File: src/rtl/fir_pkg.sv
// Shared constants for the fir AXI-Lite configuration master: register map,
// ap_ctrl bit positions and sequencer state codes.
package fir_pkg;

    // fir register map
    localparam int ADDR_AP_CTRL  = 'h00;
    localparam int ADDR_DATA_LEN = 'h10;
    localparam int ADDR_TAP_BASE = 'h20;

    // ap_ctrl bit positions
    localparam int AP_START_BIT = 0;
    localparam int AP_DONE_BIT  = 1;
    localparam int AP_IDLE_BIT  = 2;

    // Sequencer states
    localparam logic [2:0] S_IDLE     = 3'd0;
    localparam logic [2:0] S_CHK_IDLE = 3'd1;
    localparam logic [2:0] S_WR_LEN   = 3'd2;
    localparam logic [2:0] S_WR_TAP   = 3'd3;
    localparam logic [2:0] S_WR_START = 3'd4;
    localparam logic [2:0] S_POLL     = 3'd5;

endpackage

File: src/rtl/fir_cfg_master_if.sv
// AXI-Lite bus between the configuration master and the fir slave port.
// There is no B channel because the fir slave does not implement one.
interface fir_cfg_master_if #(
    parameter int pADDR_WIDTH = 12,
    parameter int pDATA_WIDTH = 32
);
    logic                   awvalid;
    logic                   awready;
    logic [pADDR_WIDTH-1:0] awaddr;
    logic                   wvalid;
    logic                   wready;
    logic [pDATA_WIDTH-1:0] wdata;
    logic                   arvalid;
    logic                   arready;
    logic [pADDR_WIDTH-1:0] araddr;
    logic                   rvalid;
    logic                   rready;
    logic [pDATA_WIDTH-1:0] rdata;

    modport master (
        output awvalid, awaddr, wvalid, wdata, arvalid, araddr, rready,
        input  awready, wready, arready, rvalid, rdata
    );

    modport slave (
        input  awvalid, awaddr, wvalid, wdata, arvalid, araddr, rready,
        output awready, wready, arready, rvalid, rdata
    );
endinterface

File: src/rtl/fir_cfg_master_xact.sv
// Single AXI-Lite transaction engine: accepts one read or write request at a
// time, runs the handshakes and pulses done_o for one cycle on completion.
module axil_master_xact #(
    parameter int pADDR_WIDTH = 12,
    parameter int pDATA_WIDTH = 32
) (
    input  logic                   axis_clk,
    input  logic                   axis_rst,
    input  logic                   req_i,
    input  logic                   we_i,
    input  logic [pADDR_WIDTH-1:0] addr_i,
    input  logic [pDATA_WIDTH-1:0] wdata_i,
    output logic                   done_o,
    output logic [pDATA_WIDTH-1:0] rdata_o,
    fir_cfg_master_if.master       bus
);

    logic                   busy_q,    busy_d;
    logic                   we_q,      we_d;
    logic                   awvalid_q, awvalid_d;
    logic                   wvalid_q,  wvalid_d;
    logic                   arvalid_q, arvalid_d;
    logic                   rready_q,  rready_d;
    logic                   done_q,    done_d;
    logic [pADDR_WIDTH-1:0] addr_q,    addr_d;
    logic [pDATA_WIDTH-1:0] wdata_q,   wdata_d;
    logic [pDATA_WIDTH-1:0] rdata_q,   rdata_d;

    // Handshake tracking: each valid drops on its own handshake, and the
    // transaction finishes once every valid it raised has been taken.
    always_comb begin
        busy_d    = busy_q;
        we_d      = we_q;
        awvalid_d = awvalid_q;
        wvalid_d  = wvalid_q;
        arvalid_d = arvalid_q;
        rready_d  = rready_q;
        done_d    = 1'b0;
        addr_d    = addr_q;
        wdata_d   = wdata_q;
        rdata_d   = rdata_q;
        if (!busy_q) begin
            if (req_i) begin
                busy_d    = 1'b1;
                we_d      = we_i;
                addr_d    = addr_i;
                wdata_d   = wdata_i;
                awvalid_d = we_i;
                wvalid_d  = we_i;
                arvalid_d = !we_i;
            end
        end else if (we_q) begin
            if (awvalid_q && bus.awready) awvalid_d = 1'b0;
            if (wvalid_q && bus.wready)   wvalid_d  = 1'b0;
            if (!awvalid_d && !wvalid_d) begin
                busy_d = 1'b0;
                done_d = 1'b1;
            end
        end else begin
            // rready only rises after the address phase, so an rvalid that
            // coincides with arready is left pending at the slave.
            if (arvalid_q && bus.arready) begin
                arvalid_d = 1'b0;
                rready_d  = 1'b1;
            end else if (rready_q && bus.rvalid) begin
                rready_d = 1'b0;
                rdata_d  = bus.rdata;
                busy_d   = 1'b0;
                done_d   = 1'b1;
            end
        end
    end

    // Register all engine state; reset drops every valid immediately.
    always_ff @(posedge axis_clk or posedge axis_rst) begin
        if (axis_rst) begin
            busy_q    <= 1'b0;
            we_q      <= 1'b0;
            awvalid_q <= 1'b0;
            wvalid_q  <= 1'b0;
            arvalid_q <= 1'b0;
            rready_q  <= 1'b0;
            done_q    <= 1'b0;
            addr_q    <= '0;
            wdata_q   <= '0;
            rdata_q   <= '0;
        end else begin
            busy_q    <= busy_d;
            we_q      <= we_d;
            awvalid_q <= awvalid_d;
            wvalid_q  <= wvalid_d;
            arvalid_q <= arvalid_d;
            rready_q  <= rready_d;
            done_q    <= done_d;
            addr_q    <= addr_d;
            wdata_q   <= wdata_d;
            rdata_q   <= rdata_d;
        end
    end

    assign bus.awvalid = awvalid_q;
    assign bus.awaddr  = addr_q;
    assign bus.wvalid  = wvalid_q;
    assign bus.wdata   = wdata_q;
    assign bus.arvalid = arvalid_q;
    assign bus.araddr  = addr_q;
    assign bus.rready  = rready_q;
    assign done_o      = done_q;
    assign rdata_o     = rdata_q;

endmodule

File: src/rtl/fir_cfg_master.sv
// fir configuration master: checks ap_idle, writes data_length and every tap,
// starts the fir and polls ap_ctrl until ap_done or the poll budget runs out.
module fir_cfg_master
    import fir_pkg::*;
#(
    parameter int pADDR_WIDTH = 12,
    parameter int pDATA_WIDTH = 32,
    parameter int Tape_Num    = 11,
    parameter int pPOLL_MAX   = 1024
) (
    input  logic                            axis_clk,
    input  logic                            axis_rst,
    input  logic                            cfg_start,
    input  logic [pDATA_WIDTH-1:0]          cfg_len,
    input  logic [Tape_Num*pDATA_WIDTH-1:0] cfg_taps,
    output logic                            cfg_busy,
    output logic                            cfg_done,
    output logic                            cfg_err,
    fir_cfg_master_if.master                bus
);

    localparam int IDX_W  = $clog2(Tape_Num + 1);
    localparam int PCNT_W = $clog2(pPOLL_MAX + 1);

    logic [2:0]                      state_q, state_d;
    logic [IDX_W-1:0]                idx_q,   idx_d;
    logic [PCNT_W-1:0]               poll_q,  poll_d;
    logic [pDATA_WIDTH-1:0]          len_q,   len_d;
    logic [Tape_Num*pDATA_WIDTH-1:0] taps_q,  taps_d;
    logic                            busy_q,  busy_d;
    logic                            done_q,  done_d;
    logic                            err_q,   err_d;

    logic                   x_req;
    logic                   x_we;
    logic [pADDR_WIDTH-1:0] x_addr;
    logic [pDATA_WIDTH-1:0] x_wdata;
    logic                   x_done;
    logic [pDATA_WIDTH-1:0] x_rdata;
    logic                   rdata_unused;

    // Only the status bits of ap_ctrl steer the sequence.
    assign rdata_unused = ^x_rdata;

    axil_master_xact #(
        .pADDR_WIDTH(pADDR_WIDTH),
        .pDATA_WIDTH(pDATA_WIDTH)
    ) u_xact (
        .axis_clk(axis_clk),
        .axis_rst(axis_rst),
        .req_i   (x_req),
        .we_i    (x_we),
        .addr_i  (x_addr),
        .wdata_i (x_wdata),
        .done_o  (x_done),
        .rdata_o (x_rdata),
        .bus     (bus)
    );

    // Request decode per state; held off in the completion cycle so one
    // state never issues the same transaction twice.
    always_comb begin
        x_req   = 1'b0;
        x_we    = 1'b0;
        x_addr  = '0;
        x_wdata = '0;
        case (state_q)
            S_CHK_IDLE, S_POLL: begin
                x_req  = 1'b1;
                x_addr = pADDR_WIDTH'(ADDR_AP_CTRL);
            end
            S_WR_LEN: begin
                x_req   = 1'b1;
                x_we    = 1'b1;
                x_addr  = pADDR_WIDTH'(ADDR_DATA_LEN);
                x_wdata = len_q;
            end
            S_WR_TAP: begin
                x_req   = 1'b1;
                x_we    = 1'b1;
                x_addr  = pADDR_WIDTH'(ADDR_TAP_BASE + 4 * int'(idx_q));
                x_wdata = taps_q[int'(idx_q)*pDATA_WIDTH +: pDATA_WIDTH];
            end
            S_WR_START: begin
                x_req   = 1'b1;
                x_we    = 1'b1;
                x_addr  = pADDR_WIDTH'(ADDR_AP_CTRL);
                x_wdata = pDATA_WIDTH'(1) << AP_START_BIT;
            end
            default: ;
        endcase
        x_req = x_req && !x_done;
    end

    // Sequencer: advances one step per completed transaction.
    always_comb begin
        state_d = state_q;
        idx_d   = idx_q;
        poll_d  = poll_q;
        len_d   = len_q;
        taps_d  = taps_q;
        busy_d  = busy_q;
        done_d  = 1'b0;
        err_d   = 1'b0;
        case (state_q)
            S_IDLE: begin
                if (cfg_start) begin
                    len_d   = cfg_len;
                    taps_d  = cfg_taps;
                    idx_d   = '0;
                    poll_d  = '0;
                    busy_d  = 1'b1;
                    state_d = S_CHK_IDLE;
                end
            end
            S_CHK_IDLE: begin
                if (x_done) begin
                    if (x_rdata[AP_IDLE_BIT]) begin
                        state_d = S_WR_LEN;
                    end else begin
                        err_d   = 1'b1;
                        busy_d  = 1'b0;
                        state_d = S_IDLE;
                    end
                end
            end
            S_WR_LEN: begin
                if (x_done) state_d = S_WR_TAP;
            end
            S_WR_TAP: begin
                if (x_done) begin
                    if (idx_q == IDX_W'(Tape_Num - 1)) begin
                        idx_d   = '0;
                        state_d = S_WR_START;
                    end else begin
                        idx_d = idx_q + IDX_W'(1);
                    end
                end
            end
            S_WR_START: begin
                if (x_done) state_d = S_POLL;
            end
            S_POLL: begin
                if (x_done) begin
                    if (x_rdata[AP_DONE_BIT]) begin
                        done_d  = 1'b1;
                        busy_d  = 1'b0;
                        state_d = S_IDLE;
                    end else begin
                        poll_d = poll_q + PCNT_W'(1);
                        if (poll_d == PCNT_W'(pPOLL_MAX)) begin
                            err_d   = 1'b1;
                            busy_d  = 1'b0;
                            state_d = S_IDLE;
                        end
                    end
                end
            end
            default: state_d = S_IDLE;
        endcase
    end

    // Sequencer registers.
    always_ff @(posedge axis_clk or posedge axis_rst) begin
        if (axis_rst) begin
            state_q <= S_IDLE;
            idx_q   <= '0;
            poll_q  <= '0;
            len_q   <= '0;
            taps_q  <= '0;
            busy_q  <= 1'b0;
            done_q  <= 1'b0;
            err_q   <= 1'b0;
        end else begin
            state_q <= state_d;
            idx_q   <= idx_d;
            poll_q  <= poll_d;
            len_q   <= len_d;
            taps_q  <= taps_d;
            busy_q  <= busy_d;
            done_q  <= done_d;
            err_q   <= err_d;
        end
    end

    assign cfg_busy = busy_q;
    assign cfg_done = done_q;
    assign cfg_err  = err_q;

endmodule

File: src/flat_wrapper.sv
// flat-port wrapper written by rule: the top's interface ports become plain ports
module fir_cfg_master_flat import fir_pkg::*;
#(
    parameter int pADDR_WIDTH = 12,
    parameter int pDATA_WIDTH = 32,
    parameter int Tape_Num    = 11,
    parameter int pPOLL_MAX   = 1024
)
  (axis_clk, axis_rst, cfg_start, cfg_len, cfg_taps, cfg_busy, cfg_done, cfg_err, bus_awvalid, bus_awaddr, bus_wvalid, bus_wdata, bus_arvalid, bus_araddr, bus_rready, bus_awready, bus_wready, bus_arready, bus_rvalid, bus_rdata);
  fir_cfg_master_if #(.pADDR_WIDTH(pADDR_WIDTH), .pDATA_WIDTH(pDATA_WIDTH)) bus_i ();
  input  logic axis_clk;
  input  logic axis_rst;
  input  logic cfg_start;
  input  logic [pDATA_WIDTH-1:0] cfg_len;
  input  logic [Tape_Num*pDATA_WIDTH-1:0] cfg_taps;
  output logic cfg_busy;
  output logic cfg_done;
  output logic cfg_err;
  output wire logic [$bits(bus_i.awvalid)-1:0] bus_awvalid;
  output wire logic [$bits(bus_i.awaddr)-1:0] bus_awaddr;
  output wire logic [$bits(bus_i.wvalid)-1:0] bus_wvalid;
  output wire logic [$bits(bus_i.wdata)-1:0] bus_wdata;
  output wire logic [$bits(bus_i.arvalid)-1:0] bus_arvalid;
  output wire logic [$bits(bus_i.araddr)-1:0] bus_araddr;
  output wire logic [$bits(bus_i.rready)-1:0] bus_rready;
  input wire logic [$bits(bus_i.awready)-1:0] bus_awready;
  input wire logic [$bits(bus_i.wready)-1:0] bus_wready;
  input wire logic [$bits(bus_i.arready)-1:0] bus_arready;
  input wire logic [$bits(bus_i.rvalid)-1:0] bus_rvalid;
  input wire logic [$bits(bus_i.rdata)-1:0] bus_rdata;
  assign bus_awvalid = bus_i.awvalid;
  assign bus_awaddr = bus_i.awaddr;
  assign bus_wvalid = bus_i.wvalid;
  assign bus_wdata = bus_i.wdata;
  assign bus_arvalid = bus_i.arvalid;
  assign bus_araddr = bus_i.araddr;
  assign bus_rready = bus_i.rready;
  assign bus_i.awready = bus_awready;
  assign bus_i.wready = bus_wready;
  assign bus_i.arready = bus_arready;
  assign bus_i.rvalid = bus_rvalid;
  assign bus_i.rdata = bus_rdata;
  fir_cfg_master #(.pADDR_WIDTH(pADDR_WIDTH), .pDATA_WIDTH(pDATA_WIDTH), .Tape_Num(Tape_Num), .pPOLL_MAX(pPOLL_MAX)) u_core (.axis_clk(axis_clk), .axis_rst(axis_rst), .cfg_start(cfg_start), .cfg_len(cfg_len), .cfg_taps(cfg_taps), .cfg_busy(cfg_busy), .cfg_done(cfg_done), .cfg_err(cfg_err), .bus(bus_i));
endmodule
File: config.mk
export PLATFORM = sky130hd
export DESIGN_NAME = fir_cfg_master_flat
export DESIGN_NICKNAME = d
export VERILOG_FILES = /design/src/rtl/fir_pkg.sv /design/src/rtl/fir_cfg_master_if.sv /design/src/rtl/fir_cfg_master_xact.sv /design/src/rtl/fir_cfg_master.sv /design/src/flat_wrapper.sv
export SDC_FILE = /design/constraint.sdc
export NUM_CORES = 1
export LEC_CHECK = 0
export CORE_UTILIZATION = 54
export DETAILED_ROUTE_END_ITERATION = 8
export PLACE_DENSITY = 0.86
export SETUP_SLACK_MARGIN = 0.5
export SLEW_MARGIN = 20
export SYNTH_ARGS = -nofsm -noshare
export SYNTH_HDL_FRONTEND = slang
export SYNTH_SLANG_ARGS = --single-unit
export TNS_END_PERCENT = 1
File: constraint.sdc
create_clock -name axis_clk -period 31.6 [get_ports axis_clk]
set_input_delay 6.32 -clock axis_clk [delete_from_list [all_inputs] [get_ports axis_clk]]
set_output_delay 6.32 -clock axis_clk [all_outputs]
set_load 0.05 [all_outputs]
==> flow_summary.yaml, run 1 <==
outcome:
  status: "finished, final reports clean"
sta:
  fmax_mhz: 97.9
  fin_skew_ps: 15.1
  finalSetupTns_ps: 0
  finalHoldViolCount: 0
  period_share_pct: 32.3
  rsz0062_at_grt: "false"
  setup_ws_ps: 21380
  setup_violations: 0
  slew_viol_final: 0
  finalCriticalPeriod_ps: 10220
  slew_headroom_pct: 25.3
  tightest_slew_ps: 1120
floorplan:
  rows: 71
  io_pins: 486
  dieWidth_um: 197
  design.core.area_um2: 37600
  initial_core_util_pct: 54.9
  die_h_um: 197
  die_area_um2: 39000
place:
  place_congestion: 0.843
  dp_cells: 2269
  portBuffers: 441
  place_hpwl_um: 37000
  dp_worst_setup_slack_ps: 20530
synthesis:
  ys_types: 60
  synth_enable_flop_cells: 0
  synth_top_area_share_pct: 54.7
  yosys-top-cells-area: "dfrtp_1, mux2_2, mux4_2, buf_6, mux4_1"
  syn_inst: 1410
  synth_top_cell_by_area: "dfrtp_1"
  ys_warn_count: 0
  synth_ff_type: "dfrtp_1"
  avgSynthCellArea_um2: 14.6
  synth_commonest_cells: "dfrtp_1, mux2_2, nand2_1"
  synth_seq_cells: 451
  async_flop_share_pct: 100
  post-synth-top-count-cell: "dfrtp_1"
  yosysSeqAreaShare_pct: 54.7
  netlist_area_um2: 20600
grt:
  use_met1_pct: 33.0
  grt_use_total_pct: 28.0
  grt_max_degree: 175
  use_met3_pct: 6.30
  grt_antenna_before_repair: 10
  grt_pass1_vias: 14500
  grt_pass1_wl_um: 82600
  grt_overflow: 0
  top_usage_layer: "met2"
  met2_usage_pct: 48.7
drt:
  first_pass_iters: 4
  viasPerCell: 5.67
  wl_per_cell_um: 22.8
  drc: 0
  drt_wl_total_um: 54100
  drt-initial-drc-count: 757
  num_vias: 13400
  drtAntennaViolNets: 0
clock_network:
  cts_buffer_depth: 3
  post_cts_buffers: 0
  clock_latency_ps: 590
  cts_made_buffers: 48
  tritoncts: "yes"
  cts_resized: 0
  cts.sinks: 451
  path_clk_slew_ps: 60
  h-tree-depth: 2
  clock-root-buffer: "clkbuf_16"
  postCtsHoldBufs: 0
finish:
  finish.utilization_pct: 70.9
  synthToLayoutAreaGrowth_pct: 29.2
  final_nets: 2234
  drive_gt1_share_pct: 30.9
  stdcell_count: 2368
hold_path:
  worstHoldPathType: "register to register"
  holdPathEnd: "u_core.taps_q[38]"
  hold_depth: 1
  hold_start: "u_core.taps_q[38]"
worst_setup_path:
  cp-end-kind: "register"
  start_kind: "input port"
  cp_max_fo: 88
  critical_path.most_common_cell: "buf_4"
  worst-path-stages: 6
  crit_chain: "clkdlybuf4s50_1 > nor4b_4 > buf_4 > buf_4 > buf_4 > mux2_2"
  slowest_stage: "buf_4"
  cp_data_arrival_time_ps: 10680
  path_delay_family: "buffers and inverters"
  critPathKind: "input port to register"
  path_buf_inv: 4
  required_ps: 32060
  r2r-end: "u_core.taps_q[166]"
  slowest_delay_ps: 960
  r2r_setup_slack_ps: 26910
  worstRegToRegCells: 5
  rr_startpoint: "u_core.state_q[0]"
flow_run:
  maxCapViolations: 0
power_and_ir_drop:
  power_density_nw_per_um2: 84.5
  p_leak_nw: 10.9
  ir_drop_mv: 0.0687
## power breakdown
group | total (W) | internal (W) | leakage (nW) | switching (W)
clock | 0.000579 | 0.000341 | 0.798 | 0.000237
combinational | 0.000661 | 0.000400 | 4.56 | 0.000260
sequential | 0.00101 | 0.000831 | 5.58 | 0.000180
total | 0.00225 | 0.00157 | 10.9 | 0.000678
## per-stage QoR
stage | hold WS (ps) | power, W | area [um2]
2_1_floorplan | 457 | 0.00145 | 20700
3_3_place_gp | 481 | 0.00164 | 25000
3_5_place_dp | 489 | 0.00168 | 25000
4_1_cts | 500 | 0.00227 | 26600
5_1_grt | 511 | 0.00236 | 26600
6_report | 499 | 0.00225 | 26600
## registers in the layout (all words and copies together) (netlist names), 2 cells and up
signal,count
u_core.state_q,3
u_core.idx_q,4
u_core.taps_q,352
u_core.u_xact.rdata_o,2
u_core.u_xact.bus.wdata,32
u_core.len_q,32
u_core.poll_q,11
u_core.u_xact.bus.araddr,5
## cells in the final DEF (no fill, tap or decap), types with 8 or more instances in the layout
cell type	instances
dfrtp_1	448
clkdlybuf4s50_1	441
mux2_2	419
nand2_1	52
mux4_2	50
clkbuf_16	49
a21oi_1	45
nor2_1	35
mux2i_1	34
a22oi_1	32
o211ai_1	31
o21ai_0	18
mux4_1	14
conb_1	14
clkinv_2	12
clkbuf_1	12
buf_4	11
diode_2	10
inv_1	9
nand3_1	8
## metal layers
layer	vias up	share of wire (%)
li1	5978	-
met1	6919	38
met2	435	52
met3	104	6.5
met4	0	4.1
met5	-	0
## worst max path at each step
stage                          from                  to  slack, ps
after floorplan            axis_rst     u_core.cfg_busy      12710
after global placement    cfg_start  u_core.taps_q[164]      20660
after detailed placement  cfg_start   u_core.taps_q[72]      20530
after CTS                 cfg_start  u_core.taps_q[196]      21100
after global routing      cfg_start  u_core.taps_q[166]      21100
final                     cfg_start  u_core.taps_q[166]      21380
## worst reg2reg max path: stages, from the launching register on
cell	delay, ps
dfrtp_1	610
nor4b_4	770
buf_4	790
buf_4	880
buf_4	1020
mux2_2	510
## logic make-up (layout without fill, tap and decap cells)
kind of cell	after synthesis	after routing	share of synthesized area (%)
flops	451	451	54.7
compound gates	161	161	5.19
buf+inv	131	555	4.56
mux	517	517	31.8
simple gates	143	143	3.40
other cells	1	24	0.0182
fa+ha+maj	3	3	0.182
xor+xnor	3	3	0.127
## area by class of cell
cell class / count / area (um2)
diodes: 10 / 25.0
clock buffers: 67 / 1350
clock inverters: 22 / 255
fillers: 2448 / 10900
inverters: 10 / 45.0
multi-input cells: 841 / 8480
flip-flops and latches: 451 / 11300
well taps: 511 / 639
repair buffers: 456 / 4550
Power figures use the tool's default switching activity.
==> run 2: changes to the inputs <==
--- a/config.mk
+++ b/config.mk
@@ -5,9 +5,9 @@
 export SDC_FILE = /design/constraint.sdc
 export NUM_CORES = 1
 export LEC_CHECK = 0
-export CORE_UTILIZATION = 54
+export CORE_UTILIZATION = 46
 export DETAILED_ROUTE_END_ITERATION = 8
-export PLACE_DENSITY = 0.86
+export PLACE_DENSITY = 0.78
 export SETUP_SLACK_MARGIN = 0.5
 export SLEW_MARGIN = 20
 export SYNTH_ARGS = -nofsm -noshare
==> constraint.sdc (replaced) <==
create_clock -name axis_clk -period 8.9 [get_ports axis_clk]
set_input_delay 1.78 -clock axis_clk [delete_from_list [all_inputs] [get_ports axis_clk]]
set_output_delay 1.78 -clock axis_clk [all_outputs]
set_load 0.05 [all_outputs]
==> flow_summary.yaml, run 2 (synthesis gave the netlist of run 1 again) <==
sta:
  setup_violations: 0
  tightest_slew_ps: 1100
  fmax_mhz: 226
  finalSetupTns_ps: 0
  slew_headroom_pct: 26.8
  finalCriticalPeriod_ps: 4420
  slew_viol_final: 0
  rsz0062_at_grt: "false"
  finalHoldViolCount: 0
  period_share_pct: 49.6
  setup_ws_ps: 4480
  fin_skew_ps: 22.6
grt:
  grt_pass1_wl_um: 83400
  grt_pass1_vias: 14500
  grt_overflow: 0
  grt_antenna_before_repair: 12
  grt_max_degree: 171
  grt_use_total_pct: 24.4
drt:
  first_pass_iters: 5
  drt-initial-drc-count: 874
  num_vias: 13400
  drtAntennaViolNets: 0
  drc: 0
  drt_wl_total_um: 55200
  wl_per_cell_um: 22.4
  viasPerCell: 5.44
finish:
  layout_commonest_cell: "dfrtp_1"
  largest_reg_flops: 352
  regArea_um2: 11300
  finish.utilization_pct: 61.0
  fillCellCount: 3362
  synthToLayoutAreaGrowth_pct: 30.8
  drive_gt1_share_pct: 31.4
  final_nets: 2241
  top_register: "u_core.taps_q"
  final_cell_mix: "dfrtp_1, clkdlybuf4s50_1, mux2_2, clkbuf_16, nand2_1"
  final_cell_area_um2: 27000
  multi_input_area_um2: 8470
floorplan:
  initial_core_util_pct: 46.6
  design.core.area_um2: 44200
  rows: 77
  die_area_um2: 45700
  dieWidth_um: 214
  die_h_um: 214
  io_pins: 486
place:
  dp_worst_setup_slack_ps: 3900
  placed_cell_area_um2: 25100
  place_hpwl_um: 38300
  portBuffers: 441
  place_congestion: 0.836
worst_setup_path:
  required_ps: 9360
  cp_data_arrival_time_ps: 4880
  critPathKind: "input port to register"
  cp-end-kind: "register"
  start_kind: "input port"
  cp_max_fo: 75
clock_network:
  cts_buffer_depth: 3
  clock-root-buffer: "clkbuf_16"
  path_clk_slew_ps: 60
  clock_latency_ps: 590
  tritoncts: "yes"
  h-tree-depth: 2
  cts.sinks: 451
  post_cts_buffers: 0
  cts_made_buffers: 51
  postCtsHoldBufs: 0
  cts_resized: 0
outcome:
  status: "finished, final reports clean"
power_and_ir_drop:
  p_leak_nw: 11.0
  seqPwrFrac_pct: 43.2
  p_sw_w: 0.00243
  ir_drop_mv: 0.180
  swShare_pct: 29.8
  p_clk_share_pct: 26.9
  p_int_w: 0.00571
  power_density_nw_per_um2: 302
  combPwrFrac_pct: 29.9
flow_run:
  maxCapViolations: 0
hold_path:
  worstHoldPathType: "register to register"
==> run 2: metrics by stage <==
stage | power [W] | hold slack (ps) | instances
2_1_floorplan | 0.00514 | 457 | 1423
3_3_place_gp | 0.00588 | 481 | 2353
3_5_place_dp | 0.00602 | 489 | 2353
4_1_cts | 0.00825 | 502 | 2448
5_1_grt | 0.00858 | 512 | 2457
6_report | 0.00814 | 498 | 2461
==> run 2: power by group through the flow <==
stage | Clock [W] | Sequential (W) | Combinational, W
3_5_place_dp | 0 | 0.00355 | 0.00247
4_1_cts | 0.00224 | 0.00352 | 0.00249
3_3_place_gp | 0 | 0.00348 | 0.00240
5_1_grt | 0.00232 | 0.00364 | 0.00263
2_1_floorplan | 0 | 0.00333 | 0.00181
6_report | 0.00219 | 0.00352 | 0.00243
==> run 2: final cells by class <==
type	count	area share (%)
Antenna cell	12	0.111
Clock buffer	74	5.66
Clock inverter	21	0.905
Inverter	10	0.153
Multi-Input combinational cell	841	31.4
Sequential cell	451	41.9
Tap cell	592	2.75
Timing Repair Buffer	460	17.1
==> run 2: worst max-delay path: stages <==
cell and delay, ps:
clkdlybuf4s50_1 520, nor4b_2 420, buf_4 800, buf_4 840, mux2_2 420
==> run 2: per-layer routing <==
metal / up-vias / track usage [%] / wire length [um]
met3: 137 / 7.25 / 4230
li1: 6018 / - / -
met5: - / 0 / 47
met2: 440 / 41.8 / 27900
met4: 6 / 11.5 / 2440
met1: 6797 / 28.0 / 20600
==> run 2: final timing paths <==
kind                                   start                  to  slack, ps  cells past startpoint
max in group asynchronous           axis_rst  u_core.taps_q[179]       5470                      5
max reg2reg                u_core.state_q[0]  u_core.taps_q[254]       5490                      4
min                        u_core.taps_q[41]   u_core.taps_q[41]        500                      1
min reg2reg                u_core.taps_q[41]   u_core.taps_q[41]        500                      1
max                                cfg_start  u_core.taps_q[254]       4480                      5
min in group asynchronous           axis_rst  u_core.taps_q[156]       1650                      2
==> run 3: changes to the inputs <==
==> constraint.sdc (replaced) <==
create_clock -name axis_clk -period 3.88 [get_ports axis_clk]
set_input_delay 0.776 -clock axis_clk [delete_from_list [all_inputs] [get_ports axis_clk]]
set_output_delay 0.776 -clock axis_clk [all_outputs]
set_load 0.05 [all_outputs]
==> flow_summary.yaml, run 3 (synthesis gave the netlist of run 1 again) <==
worst_setup_path:
  slowest_stage: "clkdlybuf4s50_1"
  slowest_delay_ps: 840
  required_ps: 3100
  cp_max_fo: 3
  cp-end-kind: "primary output"
  path_buf_inv: 1
  start_kind: "register"
  path_delay_family: "buffers and inverters"
  crit_chain: "clkdlybuf4s50_1"
  critPathKind: "register to primary output"
  cp_data_arrival_time_ps: 1840
floorplan:
  initial_core_util_pct: 46.6
  io_pins: 486
  die_area_um2: 45700
  design.core.area_um2: 44200
  rows: 77
  dieWidth_um: 214
  die_h_um: 214
place:
  place_congestion: 0.839
  portBuffers: 441
  place_hpwl_um: 40200
power_and_ir_drop:
  seqPwrFrac_pct: 43.5
  power_density_nw_per_um2: 683
  p_clk_share_pct: 26.3
  p_leak_nw: 11.1
  p_int_w: 0.0131
  combPwrFrac_pct: 30.2
  finalPower_w: 0.0185
  p_sw_w: 0.00548
  ir_drop_mv: 0.456
  swShare_pct: 29.6
drt:
  drtAntennaViolNets: 0
  viasPerCell: 5.47
  drt_wl_total_um: 55500
  drt-initial-drc-count: 891
  wl_per_cell_um: 22.4
  drc: 0
  num_vias: 13600
  first_pass_iters: 5
finish:
  largest_reg_flops: 352
  final_cell_mix: "dfrtp_1, clkdlybuf4s50_1, mux2_2, nand2_1, clkbuf_16"
  finish.utilization_pct: 61.4
  final_nets: 2264
  top_register: "u_core.taps_q"
  layout_commonest_cell: "dfrtp_1"
  drive_gt1_share_pct: 32.0
  synthToLayoutAreaGrowth_pct: 31.7
grt:
  grt_pass1_wl_um: 84700
  grt_antenna_before_repair: 12
  grt_use_total_pct: 24.8
  grt_pass1_vias: 14900
  grt_overflow: 0
  grt_max_degree: 124
clock_network:
  clock-root-buffer: "clkbuf_16"
  tritoncts: "yes"
  cts_made_buffers: 49
  postCtsHoldBufs: 0
  post_cts_buffers: 0
  clock_latency_ps: 590
  cts.sinks: 451
  path_clk_slew_ps: 60
  h-tree-depth: 2
  cts_resized: 0
  cts_buffer_depth: 3
sta:
  fin_skew_ps: 16.5
  period_share_pct: 67.4
  finalCriticalPeriod_ps: 2620
  slew_headroom_pct: 54.0
  fmax_mhz: 382
  rsz0062_at_grt: "false"
  setup_violations: 0
  finalHoldViolCount: 0
  tightest_slew_ps: 691
  whs_ps: 497
  slew_viol_final: 0
flow_run:
  maxCapViolations: 0
outcome:
  status: "finished, final reports clean"
hold_path:
  worstHoldPathType: "register to register"
[run 3: cell types whose count changed in the layout (fill, tap and decap cells not counted), moves of 2 or more]
| cell | change |
|---|---|
| buf_4 | +16 |
| clkbuf_16 | -2 |
| clkinv_4 | -2 |
| clkinv_2 | -5 |
| buf_12 | +10 |
| diode_2 | -2 |
| clkbuf_8 | -3 |
[run 3: layer usage]
layer  global-route usage (%)  vias up  part of all wire (%)
li1                         -     6040                     -
met1                     29.0     6924                    38
met2                     42.4      461                    51
met3                     6.03      123                   6.5
met4                     13.1        6                   4.6
met5                        0        -                 0.072
[run 3: path summary, 6_finish.rpt]
| check | startpoint | to | depth (start not counted) | slack [ps] |
|---|---|---|---|---|
| setup reg to reg | u_core.state_q[0] | u_core.taps_q[301] | 4 | 1430 |
| setup / recovery | u_core.u_xact.bus.araddr[3] | bus_araddr[3] | 1 | 1260 |
| min in group asynchronous | axis_rst | u_core.len_q[29] | 2 | 580 |
| max in group asynchronous | axis_rst | u_core.taps_q[260] | 4 | 2290 |
| hold / removal | u_core.taps_q[43] | u_core.taps_q[43] | 1 | 500 |
| hold reg to reg | u_core.taps_q[43] | u_core.taps_q[43] | 1 | 500 |
[run 3: worst reg2reg max path, delay by kind of cell, from the launching register on]
| kind | cells | cell delay, ps |
|---|---|---|
| buf+inv | 2 | 750 |
| simple gates | 1 | 640 |
| flops | 1 | 590 |
| mux | 1 | 370 |
[run 3: area by class of cell]
class	instances	area (um2)
clock buffers	70	1440
flip-flops and latches	451	11300
fillers	3373	17100
clock inverters	17	248
multi-input cells	841	8470
repair buffers	485	4910
diodes	10	25.0
well taps	592	741
inverters	10	41.3
[run 3: power by group through the flow]
stage                     logic, W  registers (W)  clock network [W]
after floorplan            0.00414        0.00764                  0
after global placement     0.00555        0.00798                  0
after detailed placement   0.00571        0.00814                  0
after CTS                  0.00575        0.00807            0.00499
after global routing       0.00605        0.00834            0.00516
final                      0.00560        0.00807            0.00487
[run 3: through the flow]
step / setup WS, ps / std cells / setup TNS (ps) / cell area [um2]
finish: 1260 / 2476 / 0 / 27200
global route: 1220 / 2473 / 0 / 27200
global placement: 904 / 2379 / 0 / 25500
CTS: 1220 / 2466 / 0 / 27100
detailed placement: 854 / 2379 / 0 / 25500
floorplan: -3000 / 1423 / -1350790 / 20700
